--- src/rtl/sprite_pixel_fetch_if.sv ---
// Bundle of the pixel-in, sprite-memory and colour-out handshakes around sprite_pixel_fetch.
// The slave modport is the fetch block; master is everything around it.
interface sprite_pixel_fetch_if #(
  parameter int ADDR_WIDTH = 23,
  parameter int DATA_WIDTH = 16
);
  logic                  pixel_valid;
  logic                  pixel_ready;
  logic                  pixel_hit;
  logic [ADDR_WIDTH-1:0] pixel_address;
  logic [DATA_WIDTH-1:0] background;

  logic                  mem_req;
  logic [ADDR_WIDTH-1:0] mem_address;
  logic                  mem_ack;
  logic [DATA_WIDTH-1:0] mem_data;

  logic                  out_valid;
  logic                  out_ready;
  logic [DATA_WIDTH-1:0] out_color;

  modport master (
    output pixel_valid, pixel_hit, pixel_address, background,
    output mem_ack, mem_data,
    output out_ready,
    input  pixel_ready, mem_req, mem_address, out_valid, out_color
  );

  modport slave (
    input  pixel_valid, pixel_hit, pixel_address, background,
    input  mem_ack, mem_data,
    input  out_ready,
    output pixel_ready, mem_req, mem_address, out_valid, out_color
  );
endinterface

--- src/rtl/sprite_pixel_fetch.sv ---
// Per-pixel sprite texel fetch: one req/ack memory read per hit, background substitution
// for misses and transparent texels, in-order colour FIFO toward the pixel output stage.
module sprite_pixel_fetch #(
  parameter int                    ADDR_WIDTH  = 23,
  parameter int                    DATA_WIDTH  = 16,
  parameter int                    FIFO_DEPTH  = 4,
  parameter logic [DATA_WIDTH-1:0] TRANSPARENT = '0
) (
  input  logic                 clk,
  input  logic                 rst,
  sprite_pixel_fetch_if.slave  bus
);

  localparam int PTR_W = (FIFO_DEPTH > 1) ? $clog2(FIFO_DEPTH) : 1;
  localparam int CNT_W = PTR_W + 1;

  typedef enum logic [1:0] {
    IDLE  = 2'd0,
    FETCH = 2'd1,
    FILL  = 2'd2
  } state_t;

  function automatic logic [DATA_WIDTH-1:0] resolve_color(
    input logic [DATA_WIDTH-1:0] texel,
    input logic [DATA_WIDTH-1:0] bg
  );
    return (texel == TRANSPARENT) ? bg : texel;
  endfunction

  state_t                state_p0;
  logic                  mem_req_p0;
  logic [ADDR_WIDTH-1:0] mem_addr_p0;
  logic [DATA_WIDTH-1:0] bg_p0;

  logic                  pixel_ready_c;
  logic                  accept_c;

  logic                  vld_p1;
  logic [DATA_WIDTH-1:0] color_p1;
  logic                  pop_c;

  logic [DATA_WIDTH-1:0] fifo_mem [FIFO_DEPTH];
  logic [PTR_W-1:0]      wr_ptr;
  logic [PTR_W-1:0]      rd_ptr;
  logic [CNT_W-1:0]      count;

  // Stage p0: accept a pixel and hold its context while the read is outstanding
  assign pixel_ready_c = (state_p0 == IDLE) && (count < CNT_W'(FIFO_DEPTH));
  assign accept_c      = bus.pixel_valid && pixel_ready_c;

  always_ff @(posedge clk) begin
    if (rst) begin
      state_p0    <= IDLE;
      mem_req_p0  <= 1'b0;
      mem_addr_p0 <= '0;
    end else begin
      case (state_p0)
        IDLE: begin
          if (accept_c) begin
            if (bus.pixel_hit) begin
              mem_addr_p0 <= bus.pixel_address;
              mem_req_p0  <= 1'b1;
              state_p0    <= FETCH;
            end else begin
              state_p0    <= FILL;
            end
          end
        end
        FETCH: begin
          if (bus.mem_ack) begin
            mem_req_p0 <= 1'b0;
            state_p0   <= IDLE;
          end
        end
        FILL: begin
          state_p0 <= IDLE;
        end
        default: begin
          mem_req_p0 <= 1'b0;
          state_p0   <= IDLE;
        end
      endcase
    end
  end

  always_ff @(posedge clk) begin
    if (accept_c) begin
      bg_p0 <= bus.background;
    end
  end

  // Stage p1: resolved colour, pushed on ack (hit) or unconditionally (miss)
  assign vld_p1   = ((state_p0 == FETCH) && bus.mem_ack) || (state_p0 == FILL);
  assign color_p1 = (state_p0 == FILL) ? bg_p0 : resolve_color(bus.mem_data, bg_p0);
  assign pop_c    = (count != '0) && bus.out_ready;

  always_ff @(posedge clk) begin
    if (rst) begin
      wr_ptr <= '0;
      rd_ptr <= '0;
      count  <= '0;
    end else begin
      if (vld_p1) begin
        wr_ptr <= wr_ptr + 1'b1;
      end
      if (pop_c) begin
        rd_ptr <= rd_ptr + 1'b1;
      end
      case ({vld_p1, pop_c})
        2'b10:   count <= count + 1'b1;
        2'b01:   count <= count - 1'b1;
        default: count <= count;
      endcase
    end
  end

  // Entries past a reset are stale but unreachable, since count restarts at zero
  always_ff @(posedge clk) begin
    if (vld_p1) begin
      fifo_mem[wr_ptr] <= color_p1;
    end
  end

  assign bus.pixel_ready = pixel_ready_c;
  assign bus.mem_req     = mem_req_p0;
  assign bus.mem_address = mem_addr_p0;
  assign bus.out_valid   = (count != '0);
  assign bus.out_color   = (count != '0) ? fifo_mem[rd_ptr] : '0;

endmodule

--- src/flat_wrapper.sv ---
// flat-port wrapper written by rule: the top's interface ports become plain ports
module sprite_pixel_fetch_flat 
#(
  parameter int                    ADDR_WIDTH  = 23,
  parameter int                    DATA_WIDTH  = 16,
  parameter int                    FIFO_DEPTH  = 4,
  parameter logic [DATA_WIDTH-1:0] TRANSPARENT = '0
)
  (clk, rst, bus_pixel_valid, bus_pixel_hit, bus_pixel_address, bus_background, bus_mem_ack, bus_mem_data, bus_out_ready, bus_pixel_ready, bus_mem_req, bus_mem_address, bus_out_valid, bus_out_color);
  sprite_pixel_fetch_if #(.ADDR_WIDTH(ADDR_WIDTH), .DATA_WIDTH(DATA_WIDTH)) bus_i ();
  input  logic clk;
  input  logic rst;
  input wire logic [$bits(bus_i.pixel_valid)-1:0] bus_pixel_valid;
  input wire logic [$bits(bus_i.pixel_hit)-1:0] bus_pixel_hit;
  input wire logic [$bits(bus_i.pixel_address)-1:0] bus_pixel_address;
  input wire logic [$bits(bus_i.background)-1:0] bus_background;
  input wire logic [$bits(bus_i.mem_ack)-1:0] bus_mem_ack;
  input wire logic [$bits(bus_i.mem_data)-1:0] bus_mem_data;
  input wire logic [$bits(bus_i.out_ready)-1:0] bus_out_ready;
  output wire logic [$bits(bus_i.pixel_ready)-1:0] bus_pixel_ready;
  output wire logic [$bits(bus_i.mem_req)-1:0] bus_mem_req;
  output wire logic [$bits(bus_i.mem_address)-1:0] bus_mem_address;
  output wire logic [$bits(bus_i.out_valid)-1:0] bus_out_valid;
  output wire logic [$bits(bus_i.out_color)-1:0] bus_out_color;
  assign bus_i.pixel_valid = bus_pixel_valid;
  assign bus_i.pixel_hit = bus_pixel_hit;
  assign bus_i.pixel_address = bus_pixel_address;
  assign bus_i.background = bus_background;
  assign bus_i.mem_ack = bus_mem_ack;
  assign bus_i.mem_data = bus_mem_data;
  assign bus_i.out_ready = bus_out_ready;
  assign bus_pixel_ready = bus_i.pixel_ready;
  assign bus_mem_req = bus_i.mem_req;
  assign bus_mem_address = bus_i.mem_address;
  assign bus_out_valid = bus_i.out_valid;
  assign bus_out_color = bus_i.out_color;
  sprite_pixel_fetch #(.ADDR_WIDTH(ADDR_WIDTH), .DATA_WIDTH(DATA_WIDTH), .FIFO_DEPTH(FIFO_DEPTH), .TRANSPARENT(TRANSPARENT)) u_core (.clk(clk), .rst(rst), .bus(bus_i));
endmodule
--- config.mk ---
export PLATFORM = sky130hd
export DESIGN_NAME = sprite_pixel_fetch_flat
export DESIGN_NICKNAME = d
export VERILOG_FILES = /design/src/rtl/sprite_pixel_fetch_if.sv /design/src/rtl/sprite_pixel_fetch.sv /design/src/flat_wrapper.sv
export SDC_FILE = /design/constraint.sdc
export NUM_CORES = 1
export LEC_CHECK = 0
export CAP_MARGIN = 30
export CELL_PAD_IN_SITES_DETAIL_PLACEMENT = 1
export CELL_PAD_IN_SITES_GLOBAL_PLACEMENT = 1
export CORE_ASPECT_RATIO = 1.4
export CORE_UTILIZATION = 41
export DETAILED_ROUTE_END_ITERATION = 16
export MAX_ROUTING_LAYER = met4
export PLACE_DENSITY_LB_ADDON = 0.15
export SLEW_MARGIN = 5
export SYNTH_ARGS = -nofsm -noshare
export SYNTH_HDL_FRONTEND = slang
export SYNTH_SLANG_ARGS = --single-unit
export TNS_END_PERCENT = 30
--- constraint.sdc ---
create_clock -name clk -period 2.16 [get_ports clk]
set_input_delay 0.324 -clock clk [delete_from_list [all_inputs] [get_ports clk]]
set_output_delay 0.324 -clock clk [all_outputs]
set_load 0.01 [all_outputs]
# Word level (Yosys, flattened, before mapping)
# Memory sizes are Yosys's and may differ from the RTL's. A register that Yosys moved wholly into a read port is not among the register bits.
# Index checks and enable logic that the tools add are counted.
# totals
output_inout_bits,42
regBits,49
wordCells,49
romBits,0
mem_bits_rw,64
input_bits,61
latchBits,0
n_memories,1
# op_classes
muxes,16
addsub,4
n_mul,0
bitwise,1
n_div,0
reduce_logical,12
n_lt_le_gt_ge,1
n_eq_ne,7
n_shift,0
# mem_list
name,words,width,read_ports,rd_clocked_by_memory_dff,wr,line_no,text
u_core.fifo_mem,4,16,1,1,1,sprite_pixel_fetch.sv:42,logic [DATA_WIDTH-1:0] fifo_mem [FIFO_DEPTH];
# op_table
operator,n
2-to-1 mux 16 bit,3
logical NOT 16 bit,1
2-to-1 mux 2 bit,5
case mux 3 bit (2 select lines),1
2-to-1 mux 1 bit,5
adder 2 x 1 -> 2 bit (second input constant),2
equality test 2 x 1 -> 1 bit (second input constant),2
equality test 2 bit (second input constant),2
logical AND 1 bit,4
!= test 2 bit (second input constant),2
case mux 2 bit (2 select lines),1
AND reduction 4 bit,1
adder 3 x 1 -> 3 bit (second input constant),1
less-than comparator 3 bit (second input constant),1
case mux 1 bit (3 select lines),1
AND reduction 3 bit,1
nonzero test 3 bit,1
subtractor 3 x 1 -> 3 bit (second input constant),1
logical NOT 2 bit,1
!= test 2 x 1 -> 1 bit (second input constant),1
AND reduction 2 bit,1
nonzero test 2 bit,1
logical OR 1 bit,1
NOT 1 bit,1

# Longest topological paths before layout
# depth
depth_word,5
depth_mapped,9
ltp_nobuf,9

# Least setup slack after synthesis
# OpenSTA, ideal clock, no wires.
# synth_path
path_type,register to register
from,reg u_core.state_p0[1]
to,reg u_core.count[2]
arrival_time_ns,1.835
n_path_buf,0
path_stages_with_launch,10
path_slack_ns,0.254
setup_time_ns,0.071
period_less_slack_ns,1.906
t_required_ns,2.089
cell_sequence,dfxtp_1 > nand3b_1 > nand2_1 > inv_1 > ha_1 > inv_1 > fa_1 > xor2_1 > or3_1 > a21oi_1
# synth_via
elab_chain_len,5
# synth_rtl
element,line_no,text
from (decl),sprite_pixel_fetch.sv:30,state_t state_p0;
from (signal assigned),sprite_pixel_fetch.sv:53,state_p0 <= IDLE;
from (signal assigned),sprite_pixel_fetch.sv:63,state_p0 <= FETCH;
from (signal assigned),sprite_pixel_fetch.sv:65,state_p0 <= FILL;
equality test 2 x 1 -> 1 bit,sprite_pixel_fetch.sv:93,assign vld_p1 = ((state_p0 == FETCH) && bus.mem_ack) || (state_p0 == FILL);
logical AND 1 bit,sprite_pixel_fetch.sv:93,
logical OR 1 bit *,sprite_pixel_fetch.sv:93,
equality test 2 x 1 -> 1 bit or equality test 2 bit (tied branches),sprite_pixel_fetch.sv:109,"case ({vld_p1, pop_c})"
case mux 3 bit (2 select lines) or nonzero test 2 bit (tied branches),--,
to (signal assigned),sprite_pixel_fetch.sv:110,2'b10: count <= count + 1'b1;
to (signal assigned),sprite_pixel_fetch.sv:111,2'b01: count <= count - 1'b1;
to (signal assigned),sprite_pixel_fetch.sv:112,default: count <= count;
to (decl),sprite_pixel_fetch.sv:45,logic [CNT_W-1:0] count;
# Mark *: on every way between the ends. The rest lies on a longest branch, timed or not.
# A chain may end at the register's enable or synchronous reset.

==> reports/results.ini <==
[status]
status=completed

[sta]
fmax_mhz=472.0
maxSlewViolCount=0
hold_viol=0
report.final.setup_viol=0
worstMarginPinSlew_ns=0.6362
rsz0062_at_grt=true
slew_headroom_pct=57.54
post-route-period-util_pct=98.08
fin_worst_skew_ns=0.009980
min_period_ns=2.119

[logic_synthesis]
synth_area_leaders=edfxtp_1 (52%), dfxtp_1 (15%), mux4_2 (7.8%), a21oi_1 (3.1%), o21ai_0 (2.8%)
synth_area_mm2=0.004637
synthDistinctLibCells=35
syn_nets=383
synth_top_area_share_pct=51.81
ys.flop_type=edfxtp_1
synth-seq-area-share_pct=66.92
ys_ff_latch=115
synth-edff-count=80
yosysMostFrequentCell=edfxtp_1
post_synth_most_frequent_cells=edfxtp_1 (80), dfxtp_1 (35), a21oi_1 (29)
synth_top_area_cell=edfxtp_1
synthCells=316
synth.avg_cell_area_um2=14.67
async_reset_ff_share_pct=0
ys.warnings.count=0

[setup_path]
crit_fanout=8
slowest_delay_ns=0.52
worst_ep_required_time_ns=1.84
end_kind=output port
arrival_ns=1.79
crit_type=reg -> out
crit_chain=buf_12, mux4_2, nor2b_1, buf_2
cp-start-kind=flop
critPathTopFamily=multiplexers
crit_slowest_cell=mux4_2
path_buf_inv=2

[die]
ios=103
initial_core_util_pct=42.45
die-area_mm2=0.01175
die_x_um=91.88
rows=45
die_h_um=127.8
coreArea_mm2=0.01092

[global_route]
grt_max_degree=41
grt_use_total_pct=20.66
grt_pass1_vias=3292
grt_overflow=0
antenna_found_initial=0
grt_pass1_wl_um=17190

[route]
ant_nets=0
via_per_inst=5.147
vias=3052
first_iter_violations=104
wl_per_cell_um=18.38
dr.pass1.iters=4
wirelength_um=10900
drc=0

[clocking]
insertion_delay_ns=0.40
cts_made_buffers=17
clk_pin_slew_ns=0.05
cts_tree=yes
clkSinkCount=115
htree_levels=4
cts_root_buf=clkbuf_16
max-clock-path-buffers=2
cts_setup_buffers=0

[power]
power_w=0.006824
worst_ir_drop_vdd_v=0.0006288
p_leak_nw=2.323
p_per_area_mw_per_mm2=1040

[place]
place_inst=561
hpwl_um=7256
port_buffers=102
gp_congestion=0.7300

[final_layout]
area_growth_pct=41.50
fin_nets=507
fin_cells=593
n_antenna_cell=0
layout-drive-gt1-share_pct=23.23
fin_util_pct=60.07

[run]
maxCapViolCount=0

[min_path]
hp-class=reg -> reg

[per-stage QoR]
| stage | area [um^2] | hold slack, ns | TNS [ns] | setup WS (ns) |
|---|---|---|---|---|
| after floorplan | 4637 | 0.4229 | 0 | 0.2544 |
| after global placement | 5977 | 0.4492 | -10.88 | -0.1776 |
| after detailed placement | 5977 | 0.4642 | -13.11 | -0.2138 |
| after CTS | 6568 | 0.4592 | -0.02780 | -0.02780 |
| after global routing | 6561 | 0.4605 | -0.01220 | -0.01111 |
| final | 6561 | 0.4705 | 0 | 0.04140 |
[logic make-up (layout without fill, tap and decap cells)]
family / after synthesis / count (layout) / synth area share (%)
xor gates and xnor gates: 4 / 4 / 0.7555
muxes: 32 / 32 / 12.14
buffers and inverters: 30 / 166 / 3.400
DFF: 115 / 115 / 66.92
and+or+nand+nor: 70 / 70 / 8.257
AOI/OAI and AO/OA: 59 / 59 / 6.746
adders and majority gates: 6 / 6 / 1.781
[where the power goes]
group          switching [W]  leakage [nW]  internal, W  total, W
registers          0.0000890          1.02      0.00251   0.00260
clock network       0.000922         0.306      0.00202   0.00294
logic               0.000598         0.998     0.000685   0.00128
total                0.00161          2.32      0.00521   0.00682
[area by class of cell]
type	count	area, um^2
Clock buffer	18	429.2
Clock inverter	13	190.2
Fill cell	1061	4362
Inverter	10	42.54
Multi-Input combinational cell	171	1389
Sequential cell	115	3109
Tap cell	141	176.4
Timing Repair Buffer	125	1225
[state kept, by name, summed over array words and instances, names as in the netlist, named ones only]
name,cells
u_core.bus.mem_req,1
u_core.bus.mem_address,23
u_core.wr_ptr,2
u_core.fifo_mem,64
u_core.state_p0,2
u_core.rd_ptr,2
u_core.bg_p0,16
u_core.count,3
[layout by cell type (no fill, tap or decap), types with 2 or more instances in the layout]
| cell type | count |
|---|---|
| dfxtp_1 | 32 |
| dfxtp_2 | 2 |
| o21ai_0 | 26 |
| clkdlybuf4s50_1 | 86 |
| nand3_1 | 25 |
| buf_2 | 14 |
| clkinv_1 | 3 |
| nor2b_1 | 17 |
| ha_1 | 5 |
| nor4_1 | 4 |
| buf_12 | 7 |
| and2_1 | 4 |
| bufinv_16 | 5 |
| inv_1 | 9 |
| buf_4 | 14 |
| clkinv_2 | 4 |
| mux4_2 | 16 |
| mux2_4 | 6 |
| a21oi_1 | 29 |
| clkbuf_2 | 2 |
| clkbuf_16 | 17 |
| nor2_1 | 8 |
| clkinv_4 | 2 |
| nand2_1 | 4 |
| mux2_2 | 10 |
| xor2_1 | 4 |
| edfxtp_1 | 80 |
[final timing paths]
kind / startpoint / to / slack (ns) / depth (start not counted)
setup / recovery: flop / bus_out_color[2] / 0.04 / 4
hold / removal: u_core.bus.mem_req / u_core.bus.mem_req / 0.47 / 2
setup reg to reg: u_core.state_p0[1] / u_core.count[2] / 0.12 / 9
hold reg to reg: u_core.bus.mem_req / u_core.bus.mem_req / 0.47 / 2
[tightest hold or removal path, delay by kind of cell (launching register included)]
kind	cells	cell delay, ns
and+or+nand+nor	1	0.06
AOI/OAI and AO/OA	1	0.06
DFF	1	0.31
[routing by layer]
metal / routed length, um / global-route usage (%) / vias up
li1: - / - / 1442
met1: 4056 / 20.44 / 1513
met2: 6125 / 37.80 / 86
met3: 535 / 5.101 / 11
met4: 180 / 9.375 / 0
met5: 0 / - / -
[what timing repair did]
item	in CTS	in global routing
hold buffers	0	0
resized for setup	63	6
endpoints found under the hold margin	0	0
gates cloned	1	0
pin swaps	0	1
setup endpoints to repair	17	7
No activity file was read; power rests on OpenSTA's default activity.
